**config.mk**
```make
export PLATFORM = sky130hd
export DESIGN_NAME = dram_cmd_scheduler
export DESIGN_NICKNAME = d
export VERILOG_FILES = /design/src/rtl/dram_cmd_scheduler.sv
export SDC_FILE = /design/constraint.sdc
export NUM_CORES = 1
export LEC_CHECK = 0
export CORE_MARGIN = 1
export CORE_UTILIZATION = 40
export CTS_BUF_LIST = sky130_fd_sc_hd__clkbuf_2 sky130_fd_sc_hd__clkbuf_4 sky130_fd_sc_hd__clkbuf_8
export DETAILED_ROUTE_END_ITERATION = 16
export PLACE_DENSITY = 0.59
export SLEW_MARGIN = 20
export SYNTH_ARGS = -nofsm -noshare
export SYNTH_HDL_FRONTEND = slang
export SYNTH_SLANG_ARGS = --single-unit
```
**constraint.sdc**
```tcl
create_clock -name i_clk -period 5.43 [get_ports i_clk]
set_input_delay 1.086 -clock i_clk [delete_from_list [all_inputs] [get_ports i_clk]]
set_output_delay 1.086 -clock i_clk [all_outputs]
set_load 0.03 [all_outputs]
```
**src/rtl/dram_cmd_scheduler.sv**
```systemverilog
// DRAM command scheduler: separate read/write queues, RAW forwarding, WAR stalls and
// a write-drain mode, all feeding one registered command slot toward the DRAM side.
module dram_cmd_scheduler #(
  parameter int ADDR_W = 16,
  parameter int DATA_W = 32,
  parameter int QDEPTH = 4
) (
  input  logic              i_clk,
  input  logic              i_rst,
  input  logic              i_req_valid,
  output logic              o_req_ready,
  input  logic              i_req_rw,
  input  logic [ADDR_W-1:0] i_req_addr,
  input  logic [DATA_W-1:0] i_req_wdata,
  output logic              o_cmd_valid,
  input  logic              i_cmd_ready,
  output logic              o_cmd_rw,
  output logic [ADDR_W-1:0] o_cmd_addr,
  output logic [DATA_W-1:0] o_cmd_wdata,
  output logic              o_fwd_valid,
  output logic [DATA_W-1:0] o_fwd_data,
  output logic [15:0]       o_wr_issued,
  output logic [15:0]       o_rd_issued,
  output logic [15:0]       o_raw_count
);
  localparam int PTR_W = (QDEPTH > 1) ? $clog2(QDEPTH) : 1;
  localparam int CNT_W = $clog2(QDEPTH + 1);

  typedef enum logic {RD_PRI, WR_DRAIN} state_t;
  typedef enum logic [1:0] {SEL_NONE, SEL_RD, SEL_WR} sel_t;

  state_t state, state_nxt;
  sel_t   sel;

  logic [ADDR_W-1:0] wq_addr [QDEPTH];
  logic [DATA_W-1:0] wq_data [QDEPTH];
  logic [ADDR_W-1:0] rq_addr [QDEPTH];
  logic [PTR_W-1:0]  wq_head, wq_tail, rq_head, rq_tail;
  logic [CNT_W-1:0]  wq_cnt, rq_cnt, wq_cnt_nxt;

  logic              slot_valid, slot_rw;
  logic [ADDR_W-1:0] slot_addr;
  logic [DATA_W-1:0] slot_wdata;

  logic              war_hit, raw_hit;
  logic [DATA_W-1:0] raw_data;
  logic              accept, wq_push, rq_push, fwd_take;
  logic              wq_pop, rq_pop, slot_free, handshake;

  function automatic logic [PTR_W-1:0] ptr_inc(input logic [PTR_W-1:0] p);
    return (p == PTR_W'(QDEPTH - 1)) ? '0 : p + 1'b1;
  endfunction

  // Hazard scan walks each queue oldest to youngest, so the last write match wins.
  always_comb begin
    logic [PTR_W-1:0] wi, ri;
    // NOTE: every combinational output is given a default first so no path infers a latch.
    wi       = '0;
    ri       = '0;
    war_hit  = slot_valid && !slot_rw && (slot_addr == i_req_addr);
    raw_hit  = slot_valid &&  slot_rw && (slot_addr == i_req_addr);
    raw_data = slot_wdata;
    for (int k = 0; k < QDEPTH; k++) begin
      wi = PTR_W'((int'(wq_head) + k) % QDEPTH);
      ri = PTR_W'((int'(rq_head) + k) % QDEPTH);
      if (k < int'(wq_cnt) && wq_addr[wi] == i_req_addr) begin
        raw_hit  = 1'b1;
        raw_data = wq_data[wi];
      end
      if (k < int'(rq_cnt) && rq_addr[ri] == i_req_addr) war_hit = 1'b1;
    end
  end

  always_comb begin
    o_req_ready = i_req_rw ? ((wq_cnt != CNT_W'(QDEPTH)) && !war_hit)
                           : (raw_hit || (rq_cnt != CNT_W'(QDEPTH)));
    accept   = i_req_valid && o_req_ready;
    wq_push  = accept && i_req_rw;
    rq_push  = accept && !i_req_rw && !raw_hit;
    fwd_take = accept && !i_req_rw && raw_hit;

    handshake = slot_valid && i_cmd_ready;
    slot_free = !slot_valid || handshake;

    sel = SEL_NONE;
    if (state == RD_PRI && rq_cnt != '0) sel = SEL_RD;
    else if (wq_cnt != '0)               sel = SEL_WR;
    wq_pop = slot_free && (sel == SEL_WR);
    rq_pop = slot_free && (sel == SEL_RD);

    wq_cnt_nxt = wq_cnt + CNT_W'(wq_push) - CNT_W'(wq_pop);
    state_nxt  = state;
    case (state)
      RD_PRI:   if (wq_cnt_nxt == CNT_W'(QDEPTH)) state_nxt = WR_DRAIN;
      WR_DRAIN: if (wq_cnt_nxt == '0)             state_nxt = RD_PRI;
      default:  state_nxt = RD_PRI;
    endcase
  end

  // NOTE: non-blocking assignments make every register update from pre-edge values.
  always_ff @(posedge i_clk or posedge i_rst) begin
    if (i_rst) begin
      state       <= RD_PRI;
      wq_head     <= '0;
      wq_tail     <= '0;
      wq_cnt      <= '0;
      rq_head     <= '0;
      rq_tail     <= '0;
      rq_cnt      <= '0;
      slot_valid  <= 1'b0;
      slot_rw     <= 1'b0;
      slot_addr   <= '0;
      slot_wdata  <= '0;
      o_fwd_valid <= 1'b0;
      o_fwd_data  <= '0;
      o_wr_issued <= '0;
      o_rd_issued <= '0;
      o_raw_count <= '0;
    end else begin
      state  <= state_nxt;
      wq_cnt <= wq_cnt_nxt;
      rq_cnt <= rq_cnt + CNT_W'(rq_push) - CNT_W'(rq_pop);
      if (wq_push) wq_tail <= ptr_inc(wq_tail);
      if (wq_pop)  wq_head <= ptr_inc(wq_head);
      if (rq_push) rq_tail <= ptr_inc(rq_tail);
      if (rq_pop)  rq_head <= ptr_inc(rq_head);

      if (slot_free) begin
        slot_valid <= (sel != SEL_NONE);
        if (sel == SEL_WR) begin
          slot_rw    <= 1'b1;
          slot_addr  <= wq_addr[wq_head];
          slot_wdata <= wq_data[wq_head];
        end else if (sel == SEL_RD) begin
          slot_rw    <= 1'b0;
          slot_addr  <= rq_addr[rq_head];
          slot_wdata <= '0;
        end
      end

      if (handshake) begin
        if (slot_rw) o_wr_issued <= o_wr_issued + 16'd1;
        else         o_rd_issued <= o_rd_issued + 16'd1;
      end

      o_fwd_valid <= fwd_take;
      if (fwd_take) begin
        o_fwd_data  <= raw_data;
        o_raw_count <= o_raw_count + 16'd1;
      end
    end
  end

  // NOTE: queue storage is not reset; pointers and counts decide which entries are live.
  always_ff @(posedge i_clk) begin
    if (wq_push) begin
      wq_addr[wq_tail] <= i_req_addr;
      wq_data[wq_tail] <= i_req_wdata;
    end
    if (rq_push) rq_addr[rq_tail] <= i_req_addr;
  end

  assign o_cmd_valid = slot_valid;
  assign o_cmd_rw    = slot_rw;
  assign o_cmd_addr  = slot_addr;
  assign o_cmd_wdata = slot_wdata;

endmodule

```
==> results of run 1 <==
what timing repair did:
item	4_1_cts	5_1_grt
pin swaps	1	0
buffers inserted	1	1
setup endpoints to repair	1	1
hold buffers	0	0
gates cloned	0	0
resized for setup	1	1
Yosys cell counts, types with 32 or more instances:
cell	n
nand2_1	40
mux2i_1	72
edfxtp_1	256
buf_2	32
a22oi_1	34
a22o_1	33
mux4_2	244
clkbuf_1	58
dfrtp_1	146
nand4_1	33
a211o_1	33
nor2_1	88
xor2_1	56
xnor2_1	135
final cells by class:
class                      count  area share
tap                          756      0.0342
sequential                   402       0.410
inverter                      27     0.00384
antenna                        1   0.0000904
multi-input combinational    971       0.404
timing repair buffer         243      0.0869
clock inverter                25     0.00841
clock buffer                 115      0.0522
sequential cells by signal, indices dropped and copies added, names as in the netlist, 16 cells and up, named ones only:
signal	flops
o_cmd_wdata	32
wq_addr	64
wq_data	128
rq_addr	64
o_fwd_data	32
o_cmd_addr	16
o_raw_count	16
o_wr_issued	16
o_rd_issued	16
layout by cell type (no fill, tap or decap), types with 5 or more instances in the layout:
cell | Yosys | final
edfxtp_1 | 256 | 256
mux4_2 | 244 | 244
clkdlybuf4s50_1 | 0 | 183
dfrtp_1 | 146 | 143
xnor2_1 | 135 | 135
clkbuf_8 | 0 | 93
nor2_1 | 88 | 86
mux2i_1 | 72 | 72
xor2_1 | 56 | 56
buf_4 | 10 | 47
nand2_1 | 40 | 40
a22oi_1 | 34 | 34
nand4_1 | 33 | 33
a211o_1 | 33 | 33
a22o_1 | 33 | 33
a31oi_2 | 30 | 30
inv_1 | 25 | 24
nand3_1 | 22 | 22
clkbuf_4 | 0 | 22
o21ai_0 | 21 | 21
ha_1 | 21 | 19
nor4_1 | 15 | 15
mux2_2 | 14 | 14
nor3_1 | 11 | 11
clkinv_2 | 0 | 10
and3_1 | 8 | 8
buf_12 | 4 | 8
clkinv_1 | 1 | 7
and2_1 | 12 | 7
a21oi_1 | 6 | 6
a31oi_1 | 5 | 5
and2_2 | 0 | 5
metal layers:
layer  wire length [um]  GRT usage  up-vias
li1                   -          -     6509
met1              26300      0.286     7790
met2              30300      0.345      561
met3               4260     0.0425      100
met4               1510     0.0729        6
met5                 39          0        -
cell families after synthesis:
logic type	Yosys count	synth area share
AO/OA/AOI/OAI	182	0.0684
XOR/XNOR	191	0.0721
adder cells (fa/ha/maj)	23	0.0131
buffers and inverters	145	0.0310
flip-flops	402	0.489
multiplexers	332	0.276
AND/OR/NAND/NOR	243	0.0511
final timing paths:
check                      slack [ps]                     endpoint                         from
setup / recovery                  230                  o_req_ready       wq_head[0]$_DFFE_PP0P_
hold / removal                    470  o_wr_issued[15]$_DFFE_PP0P_  o_wr_issued[15]$_DFFE_PP0P_
setup reg to reg                  680      rq_addr[1][9]$_DFFE_PP_       wq_head[0]$_DFFE_PP0P_
hold reg to reg                   470  o_wr_issued[15]$_DFFE_PP0P_  o_wr_issued[15]$_DFFE_PP0P_
max in group asynchronous        3400   o_wr_issued[5]$_DFFE_PP0P_                        i_rst
min in group asynchronous        1010   o_raw_count[3]$_DFFE_PP0P_                        i_rst
stage by stage:
stage / cells / worst slack [ps]
3_3_place_gp: 2397 / 493
6_report: 2540 / 225
3_5_place_dp: 2397 / 358
2_1_floorplan: 1518 / 421
5_1_grt: 2540 / 37.9
4_1_cts: 2538 / 61.7
power groups by stage:
stage / registers, mW / clock network [mW] / logic, mW
floorplan: 4.50 / 0 / 5.28
global placement: 4.30 / 0 / 7.38
detailed placement: 4.32 / 0 / 7.40
CTS: 4.27 / 3.32 / 7.47
global route: 4.32 / 3.45 / 7.95
finish: 4.26 / 3.23 / 7.45
==> results.sh, run 1 <==
export IMPL_via_count=15000
export IMPL_rsz0062_at_grt="no"
export IMPL_maxSlewHeadroom=0.283
export IMPL_wl_per_cell_um=24.6
export IMPL_cts_max_level=3
export IMPL_p_int_mw=9.37
export IMPL_final_max_slew_violation_count=0
export IMPL_gr_total_overflow=0
export IMPL_final_cell_area_um2=27700
export IMPL_syn_inst=1518
export IMPL_core_um2=56800
export IMPL_maxCapViolCount=0
export IMPL_grt_pass1_vias=15100
export IMPL_post_dp_hpwl_mm=40.2
export IMPL_power_share_sequential=0.285
export IMPL_setup_worst_path_end_class="output port"
export IMPL_arrival_ps=4120
export IMPL_tritoncts="built"
export IMPL_hold_violations=0
export IMPL_syn_nets=1594
export IMPL_clock_sinks=402
export IMPL_clock_path_buffers=3
export IMPL_max_stage_delay_ps=650
export IMPL_vias_per_cell=5.89
export IMPL_portBuffers=184
export IMPL_multiInputGateArea_um2=11200
export IMPL_io_pin_count=185
export IMPL_regArea_um2=11400
export IMPL_clockRootBuffer="clkbuf_8"
export IMPL_synth_edf_count=256
export IMPL_place_congestion=0.884
export IMPL_slowest_stage="dfrtp_4"
export IMPL_synth_warnings=0
export IMPL_worst_slew_pin_slew_ps=1080
export IMPL_drc=0
export IMPL_rr_worst_depth=11
export IMPL_cp_required_ps=4340
export IMPL_crit_fanout=25
export IMPL_cpLargestDelayFamily="simple AND/OR/NAND/NOR gates"
export IMPL_fin_crit_ps=5200
export IMPL_hold_class="reg2reg"
export IMPL_p_per_area_nw_per_um2=540
export IMPL_synth_top_area_frac=0.331
export IMPL_area_delta_synth_final_pct=19.3
export IMPL_ys_flop_type="edfxtp_1"
export IMPL_final_core_util=0.487
export IMPL_synth_area_top_cells="edfxtp_1 33%, mux4_2 24%, dfrtp_1 16%"
export IMPL_finalCritPeriodShare=0.959
export IMPL_cts_clk_slew_worst_paths_ps=60
export IMPL_fillers=4892
export IMPL_skew_ps=31.9
export IMPL_switching_share=0.373
export IMPL_synth_top_area_cell="edfxtp_1"
export IMPL_syn_area_um2=23200
export IMPL_startpoint_type="flip-flop"
export IMPL_async_flop_share=0.363
export IMPL_crit_chain="buf_6 -> mux4_2 -> xnor2_1 -> nand4_1 -> a2111oi_2 -> nand4_2 -> nand4_2 -> nand2b_1 -> mux2_2 -> buf_4"
export IMPL_p_sw_mw=5.58
export IMPL_rows=87
export IMPL_ys_seq_area_frac=0.489
export IMPL_die_w_um=243
export IMPL_outcome="completed"
export IMPL_grt_pass1_wl_mm=94.7
export IMPL_setup_viol=0
export IMPL_grt_use_total=0.213
export IMPL_worst_path_stages=10
export IMPL_drtAntennaViolNets=0
export IMPL_grt_start_max_net_pins=91
export IMPL_placed_cell_area_um2=26000
export IMPL_crit_top_cell="nand4_2"
export IMPL_die_h_um=243
export IMPL_initial_core_util=0.408
export IMPL_drive_gt1_frac=0.285
export IMPL_pwr_share_comb=0.499
export IMPL_drtIter0Drc=1253
export IMPL_cts_buffers=75
export IMPL_power_total_mw=14.9
export IMPL_critPathKind="reg2out"
export IMPL_first_pass_iters=5
export IMPL_num_nets_final=1796
export IMPL_wl_mm=62.5
export IMPL_syn_avg_cell_area_um2=15.3
export IMPL_cellLeakagePower_nw=9.59
export IMPL_antenna_found_initial=4
export IMPL_ys_seq_elements=402
export IMPL_finalHoldWorstSlack_ps=472
export IMPL_vdd_drop_max_uv=263
export IMPL_fmax_ghz=0.192
export IMPL_p_clk_frac=0.216
export IMPL_critPathBufInv=2
export IMPL_hold_depth=1
export IMPL_die_area_um2=59000
export IMPL_ys_types=58
export IMPL_tns_ps=0
export IMPL_clk_latency_ps=660
Note: power is estimated with default switching activity, not from simulation.
==> run 2: changes to the inputs <==
- CORE_UTILIZATION: 40 -> 55
- PLACE_DENSITY: 0.59 -> 0.77
==> run 2 against run 1 <==
Effect of this change: hold slack lost 3.8 ps; sequential power barely moved; clock power decreased by 11%; sequential cell count unchanged; sequential share of layout area increased by 0.85 points; register-to-register slack better by 190 ps; largest power group unchanged; via count increased by 0.11%; utilization up 17 points; worst setup slack lost 24 ps.
==> results.sh, run 2 (synthesis results as in run 1) <==
export IMPL_fmax_ghz=0.191
export IMPL_first_pass_iters=5
export IMPL_hold_violations=0
export IMPL_drtAntennaViolNets=0
export IMPL_vias_per_cell=6.52
export IMPL_largest_reg_flops=128
export IMPL_cts_clk_slew_worst_paths_ps=60
export IMPL_clockRootBuffer="clkbuf_8"
export IMPL_layout_common_cells="256 x edfxtp_1, 244 x mux4_2, 183 x clkdlybuf4s50_1"
export IMPL_setup_worst_path_end_class="output port"
export IMPL_clk_latency_ps=630
export IMPL_p_int_mw=9.05
export IMPL_busiest_layer="met2"
export IMPL_wl_per_cell_um=24.4
export IMPL_die_h_um=207
export IMPL_reg_top3="wq_data x128, rq_addr x64, wq_addr x64"
export IMPL_hold_class="reg2reg"
export IMPL_crit_fanout=117
export IMPL_fin_crit_ps=5230
export IMPL_critPathKind="reg2out"
export IMPL_tritoncts="built"
export IMPL_die_area_um2=43000
export IMPL_p_sw_mw=5.33
export IMPL_vdd_drop_max_uv=464
export IMPL_drive_gt1_frac=0.274
export IMPL_gr_total_overflow=0
export IMPL_fillers=2831
export IMPL_drc=0
export IMPL_grt_start_max_net_pins=118
export IMPL_skew_ps=45.0
export IMPL_post_cts_buffers=0
export IMPL_place_congestion=0.942
export IMPL_die_w_um=207
export IMPL_cp_required_ps=4340
export IMPL_tns_ps=0
export IMPL_arrival_ps=4140
export IMPL_cts_max_level=3
export IMPL_rows=74
export IMPL_cellLeakagePower_nw=9.44
export IMPL_cts_resized=0
export IMPL_cts_buffers=70
export IMPL_p_per_area_nw_per_um2=530
export IMPL_rsz0062_at_grt="no"
export IMPL_io_pin_count=185
export IMPL_layout_commonest_cell="edfxtp_1"
export IMPL_grt_util_met1=0.347
export IMPL_antenna_found_initial=4
export IMPL_clock_path_buffers=3
export IMPL_via_count=15000
export IMPL_wl_mm=56.0
export IMPL_power_share_sequential=0.294
export IMPL_core_um2=41200
export IMPL_regMostFlops="wq_data"
export IMPL_worst_slew_pin_slew_ps=1010
export IMPL_final_core_util=0.658
export IMPL_switching_share=0.371
export IMPL_use_met2=0.424
export IMPL_final_max_slew_violation_count=0
export IMPL_grt_use_total=0.265
export IMPL_cts_hold_buffers=0
export IMPL_postLayoutSetupSlackWorst_ps=202
export IMPL_finalCritPeriodShare=0.963
export IMPL_maxSlewHeadroom=0.324
export IMPL_gr_usage_met3=0.0682
export IMPL_pwr_share_comb=0.507
export IMPL_p_clk_frac=0.199
export IMPL_portBuffers=184
export IMPL_startpoint_type="flip-flop"
export IMPL_initial_core_util=0.563
export IMPL_num_nets_final=1782
export IMPL_drtIter0Drc=1509
export IMPL_post_dp_hpwl_mm=36.9
export IMPL_pre_cts_slack_ps=466
export IMPL_grt_pass1_vias=15100
export IMPL_maxCapViolCount=0
export IMPL_clock_sinks=402
export IMPL_setup_viol=0
export IMPL_area_delta_synth_final_pct=16.9
export IMPL_grt_pass1_wl_mm=87.0
export IMPL_outcome="completed"
run 2: path summary, 6_finish.rpt:
| path | start | to | slack [ps] | cells after the start |
|---|---|---|---|---|
| setup / recovery | wq_head[0]$_DFFE_PP0P_ | o_req_ready | 200 | 10 |
| hold / removal | o_wr_issued[15]$_DFFE_PP0P_ | o_wr_issued[15]$_DFFE_PP0P_ | 470 | 1 |
| setup reg to reg | wq_head[0]$_DFFE_PP0P_ | rq_addr[0][14]$_DFFE_PP_ | 870 | 11 |
| hold reg to reg | o_wr_issued[15]$_DFFE_PP0P_ | o_wr_issued[15]$_DFFE_PP0P_ | 470 | 1 |
| max in group asynchronous | i_rst | wq_head[1]$_DFFE_PP0P_ | 3510 | 3 |
| min in group asynchronous | i_rst | o_rd_issued[10]$_DFFE_PP0P_ | 950 | 2 |
run 2: power by group through the flow:
stage	combinational (mW)	sequential (mW)	clock, mW
finish	7.29	4.23	2.86
global route	7.78	4.28	3.06
CTS	7.31	4.22	2.93
detailed placement	7.27	4.27	0
global placement	7.16	4.24	0
floorplan	5.28	4.50	0
run 2: cell type report:
| cell class | instances | area, um^2 | area share |
|---|---|---|---|
| diodes | 3 | 7.51 | 0.000277 |
| repair buffers | 234 | 2340 | 0.0863 |
| clock inverters | 28 | 214 | 0.00789 |
| inverters | 27 | 106 | 0.00392 |
| clock buffers | 100 | 1240 | 0.0459 |
| well taps | 532 | 666 | 0.0245 |
| multi-input cells | 971 | 11200 | 0.413 |
| flip-flops and latches | 402 | 11400 | 0.419 |
run 2: through the flow:
step	hold WS, ps	instances	instance area [um^2]	power [mW]
CTS	469	2294	27100	14.5
finish	468	2297	27100	14.4
detailed placement	462	2166	25700	11.5
global placement	458	2166	25700	11.4
global route	484	2296	27100	15.1
floorplan	473	1518	23200	9.78
run 2: worst max-delay path, stage by stage (launching register included):
cell      delay (ps)
dfrtp_4          440
buf_12           530
mux4_2           620
xor2_1           170
a211o_1          230
nor4_1           530
nand2_1          240
nand4_2          170
nand2b_1         110
mux2_2           170
buf_4            160
run 2: per-layer routing:
metal / up-vias / wire [um]
li1: 6483 / -
met5: - / 13
met2: 687 / 27400
met3: 117 / 4970
met1: 7694 / 21900
met4: 2 / 1720
==> run 3: changes to the inputs <==
- CORE_MARGIN: 1 -> not set
==> results of run 3 <==
Final layout, timing and power as in run 2 (identical DEF).
